--- src/rtl/ripple_carry_adder.sv ---
// Registered ripple-carry adder built from one full-adder cell per bit.
// Define RCA_FLAGS_EN to add registered zero/neg/ovf flag outputs.

module rca_full_adder (
    input  logic a,
    input  logic b,
    input  logic ci,
    output logic s,
    output logic co
);
    assign s  = a ^ b ^ ci;
    assign co = (a & b) | (ci & (a ^ b));
endmodule

module ripple_carry_adder #(
    parameter int WIDTH = 8
) (
    input  logic             clk,
    input  logic             rst,
    input  logic [WIDTH-1:0] ina,
    input  logic [WIDTH-1:0] inb,
    input  logic             inc,
    input  logic             in_valid,
    output logic [WIDTH-1:0] out,
    output logic             outc,
    output logic             out_valid
`ifdef RCA_FLAGS_EN
    ,
    output logic             zero,
    output logic             neg,
    output logic             ovf
`endif
);
    logic [WIDTH:0]   c;
    logic [WIDTH-1:0] sum;

    assign c[0] = inc;

    // The carry chain deliberately stays a pure ripple so the timing path is exactly WIDTH cells.
    for (genvar i = 0; i < WIDTH; i++) begin : g_cell
        rca_full_adder u_fa (
            .a  (ina[i]),
            .b  (inb[i]),
            .ci (c[i]),
            .s  (sum[i]),
            .co (c[i+1])
        );
    end

    always_ff @(posedge clk or posedge rst) begin
        if (rst) begin
            out       <= '0;
            outc      <= 1'b0;
            out_valid <= 1'b0;
        end else begin
            out_valid <= in_valid;
            if (in_valid) begin
                out  <= sum;
                outc <= c[WIDTH];
            end
        end
    end

`ifdef RCA_FLAGS_EN
    always_ff @(posedge clk or posedge rst) begin
        if (rst) begin
            zero <= 1'b0;
            neg  <= 1'b0;
            ovf  <= 1'b0;
        end else if (in_valid) begin
            zero <= (sum == '0);
            neg  <= sum[WIDTH-1];
            ovf  <= c[WIDTH] ^ c[WIDTH-1];
        end
    end
`endif

endmodule

--- config.mk ---
export PLATFORM = sky130hd
export DESIGN_NAME = ripple_carry_adder
export DESIGN_NICKNAME = d
export VERILOG_FILES = /design/src/rtl/ripple_carry_adder.sv
export SDC_FILE = /design/constraint.sdc
export NUM_CORES = 1
export LEC_CHECK = 0
export BUFFER_PORTS_ARGS = -buffer_cell sky130_fd_sc_hd__buf_4
export CORE_MARGIN = 3
export CORE_UTILIZATION = 34
export CTS_CLUSTER_DIAMETER = 100
export DETAILED_ROUTE_END_ITERATION = 16
export PLACE_DENSITY = 0.6
export SLEW_MARGIN = 20
export SYNTH_ARGS = -nofsm -noshare
export SYNTH_HDL_FRONTEND = slang
export SYNTH_SLANG_ARGS = --single-unit
--- constraint.sdc ---
create_clock -name clk -period 1.3 [get_ports clk]
set_clock_uncertainty 0.2 [all_clocks]
set_input_delay 0.065 -clock clk [delete_from_list [all_inputs] [get_ports clk]]
set_output_delay 0.065 -clock clk [all_outputs]
set_load 0.01 [all_outputs]
# After elaboration in Yosys (flattened, before gate mapping)
# Cells that the tools add are included.
# Widths: inputs -> output; s select.
[op_classes]
addsub = 0
mul = 0
div = 0
magnitude_cmp = 0
n_eq_ne = 0
shifts = 0
mux = 0
bitwise_logic = 40
reduce_logical = 0
[ops]
columns = ["op", "n"]
rows = [
  ["$and 1x1->1", 16],
  ["$xor 1x1->1", 16],
  ["$or 1x1->1", 8],
]
[word_totals]
register_bits = 10
latch_bits = 0
ramBits = 0
rom_bits = 0
inputBits = 20
out_inout_bits = 10
word_cells = 43
n_memories = 0

# Logic depth before layout (Yosys ltp)
[logic_depth]
word_depth = 17
depth_mapped = 12
mapped_depth_nobuf = 12

# Cells and area by module
# From an unflattened synthesis, not the netlist that was laid out.
[hier_totals]
cells_unflattened = 29
hier_area_um2 = 560.5
[by_module_without_submodules]
columns = ["module", "instances", "cells_per_inst", "area_per_inst_um2", "seq_area_each_um2"]
rows = [
  ["ripple_carry_adder", 1, 21, 400.4, 250.2],
  ["rca_full_adder", 8, 1, 20.0, 0.0],
]

# Least setup slack after synthesis
# Ideal clock, no wire load.
[synth_path]
kind = "input to register"
startpoint = "input port ina[0]"
endpoint = "register out[7]"
setup_time_ns = 0.079
arrival_time_ns = 3.145
required_ns = 1.021
setup_slack_ns = -2.124
cell_stages = 12
path_buffers = 0
path_cell_list = "inv_1 -> fa_1 -> inv_1 -> fa_1 -> fa_1 -> fa_1 -> fa_1 -> fa_1 -> fa_1 -> inv_1 -> fa_1 -> mux2i_1"
[synth_between]
elab_chain_len = 16
word_cells_on_any_way = 17
classes_between = "bitwise (17)"
[synth_rtl]
columns = ["item", "line_no", "source"]
rows = [
  ["start: declaration", "20", "input logic [WIDTH-1:0] ina,"],
  ["$xor 1x1->1", "12", "assign co = (a & b) | (ci & (a ^ b));"],
  ["$and 1x1->1", "12", ""],
  ["$or 1x1->1 *", "12", ""],
  ["$and 1x1->1 *", "12", ""],
  ["$or 1x1->1 *", "12", ""],
  ["$and 1x1->1 *", "12", ""],
  ["$or 1x1->1 *", "12", ""],
  ["$and 1x1->1 *", "12", ""],
  ["$or 1x1->1 *", "12", ""],
  ["$and 1x1->1 *", "12", ""],
  ["$or 1x1->1 *", "12", ""],
  ["$and 1x1->1 *", "12", ""],
  ["$or 1x1->1 *", "12", ""],
  ["$and 1x1->1 *", "12", ""],
  ["$or 1x1->1 *", "12", ""],
  ["$xor 1x1->1 *", "11", "assign s = a ^ b ^ ci;"],
  ["end signal: assignment", "58", "out <= sum;"],
  ["end: declaration", "24", "output logic [WIDTH-1:0] out,"],
]
# Every way passes the cells marked *; elsewhere a longest branch is shown, timed or not.
# A chain may end at the register's enable or synchronous reset.

# Final worst setup path
# Same ends and word-level chain as after synthesis.

==> summary.md <==
| Metric | Value |
|---|---|
| Sequential fraction of the synthesis area | 0.4329 |
| Multi-input gate area | approximately 300 µm² |
| CTS root buf | clkbuf_4 |
| Final TNS setup | -7.888 ns |
| R2r worst-path depth | 1 |
| Clk Latency, worst-skew pair | between 0.2 and 0.3 ns |
| Crit path max-delay family | adder cells |
| Chip width | 47.23 µm |
| Final setup violation count | 8 |
| FF/Latch Area | roughly 250 µm² |
| Sequential power share | 0.387 |
| Largest net degree at the start of global routing | 12 |
| Arrival @ worst endpoint | slightly above 3 ns |
| R2R setup slack | between 0.3 and 0.4 ns |
| Design Area, Final | slightly above 900 µm² |
| WHS | approximately 0.019 ns |
| Critical path endpoint category | flip-flop |
| Int Power | a little under 0.8 mW |
| Critical path buffers and inverters | 4 |
| Die height | roughly 47 µm |
| Minimum clock period | roughly 3.1 ns |
| DP Area | about 840 µm² |
| Fmax | 321.7 MHz |
| Status | finished, violations left |
| Pre-CTS setup slack | -2.145 ns |
| Tightest Pin Transition | between 0.3 and 0.4 ns |
| Startpoint Class | primary input |
| CP startpoint | ina[0] |
| Unrepaired setup endpoints after global routing | true |
| Post-synth top area share | 0.4329 |
| Bufs on Longest Clock Path | 2 |
| Mapped Cells | 39 |
| Worst hold path type | in2reg |
| WL/cell | roughly 13 µm |
| Final Max Slew Viols | 0 |
| P_leak | between 0.4 and 0.5 nW |
| CP endpoint | out[7] |
| Hold violation total from the final report | 0 |
| Clock Sinks | 10 |
| Gr ovfl total | 0 |
| Cell Chain, Critical Path | buf_8 > inv_12 > fa_2 > inv_2 > fa_2 > fa_2 > fa_2 > fa_2 > fa_2 > fa_2 > inv_2 > fa_1 > mux2i_1 |
| Rows | 14 |
| Synth cell types | 8 |
| Initial DRC count | 4 |
| Port bufs | 29 |
| Synth Cell Area | between 500 and 600 µm² |
| Share of cells above drive strength 1 | 0.6986 |
| Slowest CP cell | fa_1 |
| Most used cell, CP | fa_2 |
| Clock buffer count from CTS | 3 |
| FF-to-FF Start | out[2] |
| Antenna viol nets, final | 0 |
| Vias per Instance | 4.438 |
| R2r endpoint | out[2] |
| Final WL | ~1100 µm |
| Layout Utilization | 0.5843 |
| Combinational power share | 0.344 |
| I/O Pins | 30 |
| Global-route usage over all layers | 0.1202 |
| Commonest non-fill, non-tap cells in the layout | 26 x buf_4, 10 x dfrtp_1, 7 x fa_2 |
| H-tree Lvls | 1 |
| Starting density of the core | 0.3708 |
| Via Count | 395 |
| Worst EP required | approximately 1.3 ns |
| Nets | 102 |
| CTS tree | done |
| DR pass1 iterations | 2 |
| Critical path class | in2reg |
| Power Total | about 1.1 mW |
| Stages on worst setup path | 13 |
| Area of the die | 0.002231 mm² |
| Final period util | 2.391 |
| Antenna cells | 0 |
| Avg Inst Size Synth | around 15 µm² |
| Initial antenna violation count | 0 |
| Synth top area cells | dfrtp_1 43%, fa_1 28%, mux2_4 16% |
| Std-Cell Core Area | 0.001559 mm² |
| Switching power | about 0.29 mW |
| Failing checks | negative setup slack |
| Crit-path max cell delay | 0.39 ns |
| Most common cell after layout, fill and taps aside | buf_4 |
| Maxcap violations | 0 |
| Dpl hpwl | approximately 900 µm |
| DRC | 0 |
| Final worst slack | -1.808 ns |
| Synth-to-layout area growth | 57.58% |
| Yosys top cell by area | dfrtp_1 |
| Pwr dens | 1168 mW/mm² |
| Rel. slew slack | 0.7358 |
| Switching share of power | 0.2746 |
| GPL Wtd Cong | 0.6881 |
| Synth Warn # | 0 |
| Syn_nets | 67 |
| Clock power share | 0.268 |
| Maximum vdd drop | approximately 0.61 mV |
| Post-route insts no fill | about 90 |
| Clock slew at reported path FFs | 0.07 ns |
| FF+latch count, synth | 10 |
| Crit-path max FO | 1 |
| First-pass GRT wire length | about 1700 µm |
| Fill count | ~140 |
| Dpl cells | 83 |
| Vias in the first global route | 421 |
routing by layer:
layer | vias to the layer above | global-route usage | part of all wire
li1 | 183 | - | -
met1 | 191 | 0.1295 | 0.38
met2 | 19 | 0.1818 | 0.52
met3 | 2 | 0.07280 | 0.086
met4 | 0 | 0.06630 | 0.011
met5 | - | 0 | 0
state kept, by name, indices dropped and copies added (netlist names):
name and cells:
out 8, out_valid 1, outc 1
timing repair:
item,4_1_cts,5_1_grt
endpoints found under the setup margin,8,8
gates resized for setup,4,0
hold buffers,2,0
buffers inserted,0,0
hold endpoints to repair,16,0
synth_stat cells:
master / count
inv_1: 10
nor2_1: 1
buf_6: 1
mux2_4: 6
mux2i_1: 2
fa_1: 8
a21oi_1: 1
dfrtp_1: 10
worst min path at each step:
stage                     startpoint         to  cells after the start
after floorplan                  rst     out[0]                      1
after global placement           rst  out_valid                      2
after detailed placement         rst     out[7]                      2
after CTS                     inb[7]     out[7]                      4
after global routing          inb[4]     out[4]                      3
final                         inb[7]     out[7]                      4
logic make-up (layout without fill, tap and decap cells):
group           Yosys count  after routing  share of synthesized area
buf+inv                  11             45                    0.08442
flops                    10             10                     0.4329
fa+ha+maj                 8              8                     0.2771
mux                       8              8                     0.1905
compound gates            1              1                   0.008650
simple gates              1              1                   0.006487
area by class of cell:
| class | count | share of cell area |
|---|---|---|
| clock buffer | 4 | 0.03984 |
| inverter | 10 | 0.06044 |
| multi-input combinational | 18 | 0.3255 |
| sequential | 10 | 0.2747 |
| tap | 16 | 0.02198 |
| timing repair buffer | 31 | 0.2775 |
power groups by stage:
| stage | logic [mW] | clock network [mW] | registers [mW] |
|---|---|---|---|
| floorplan | 0.152 | 0 | 0.444 |
| global placement | 0.359 | 0 | 0.417 |
| detailed placement | 0.368 | 0 | 0.416 |
| CTS | 0.377 | 0.300 | 0.412 |
| global route | 0.406 | 0.319 | 0.418 |
| finish | 0.367 | 0.286 | 0.412 |
Power figures use the tool's default switching activity.
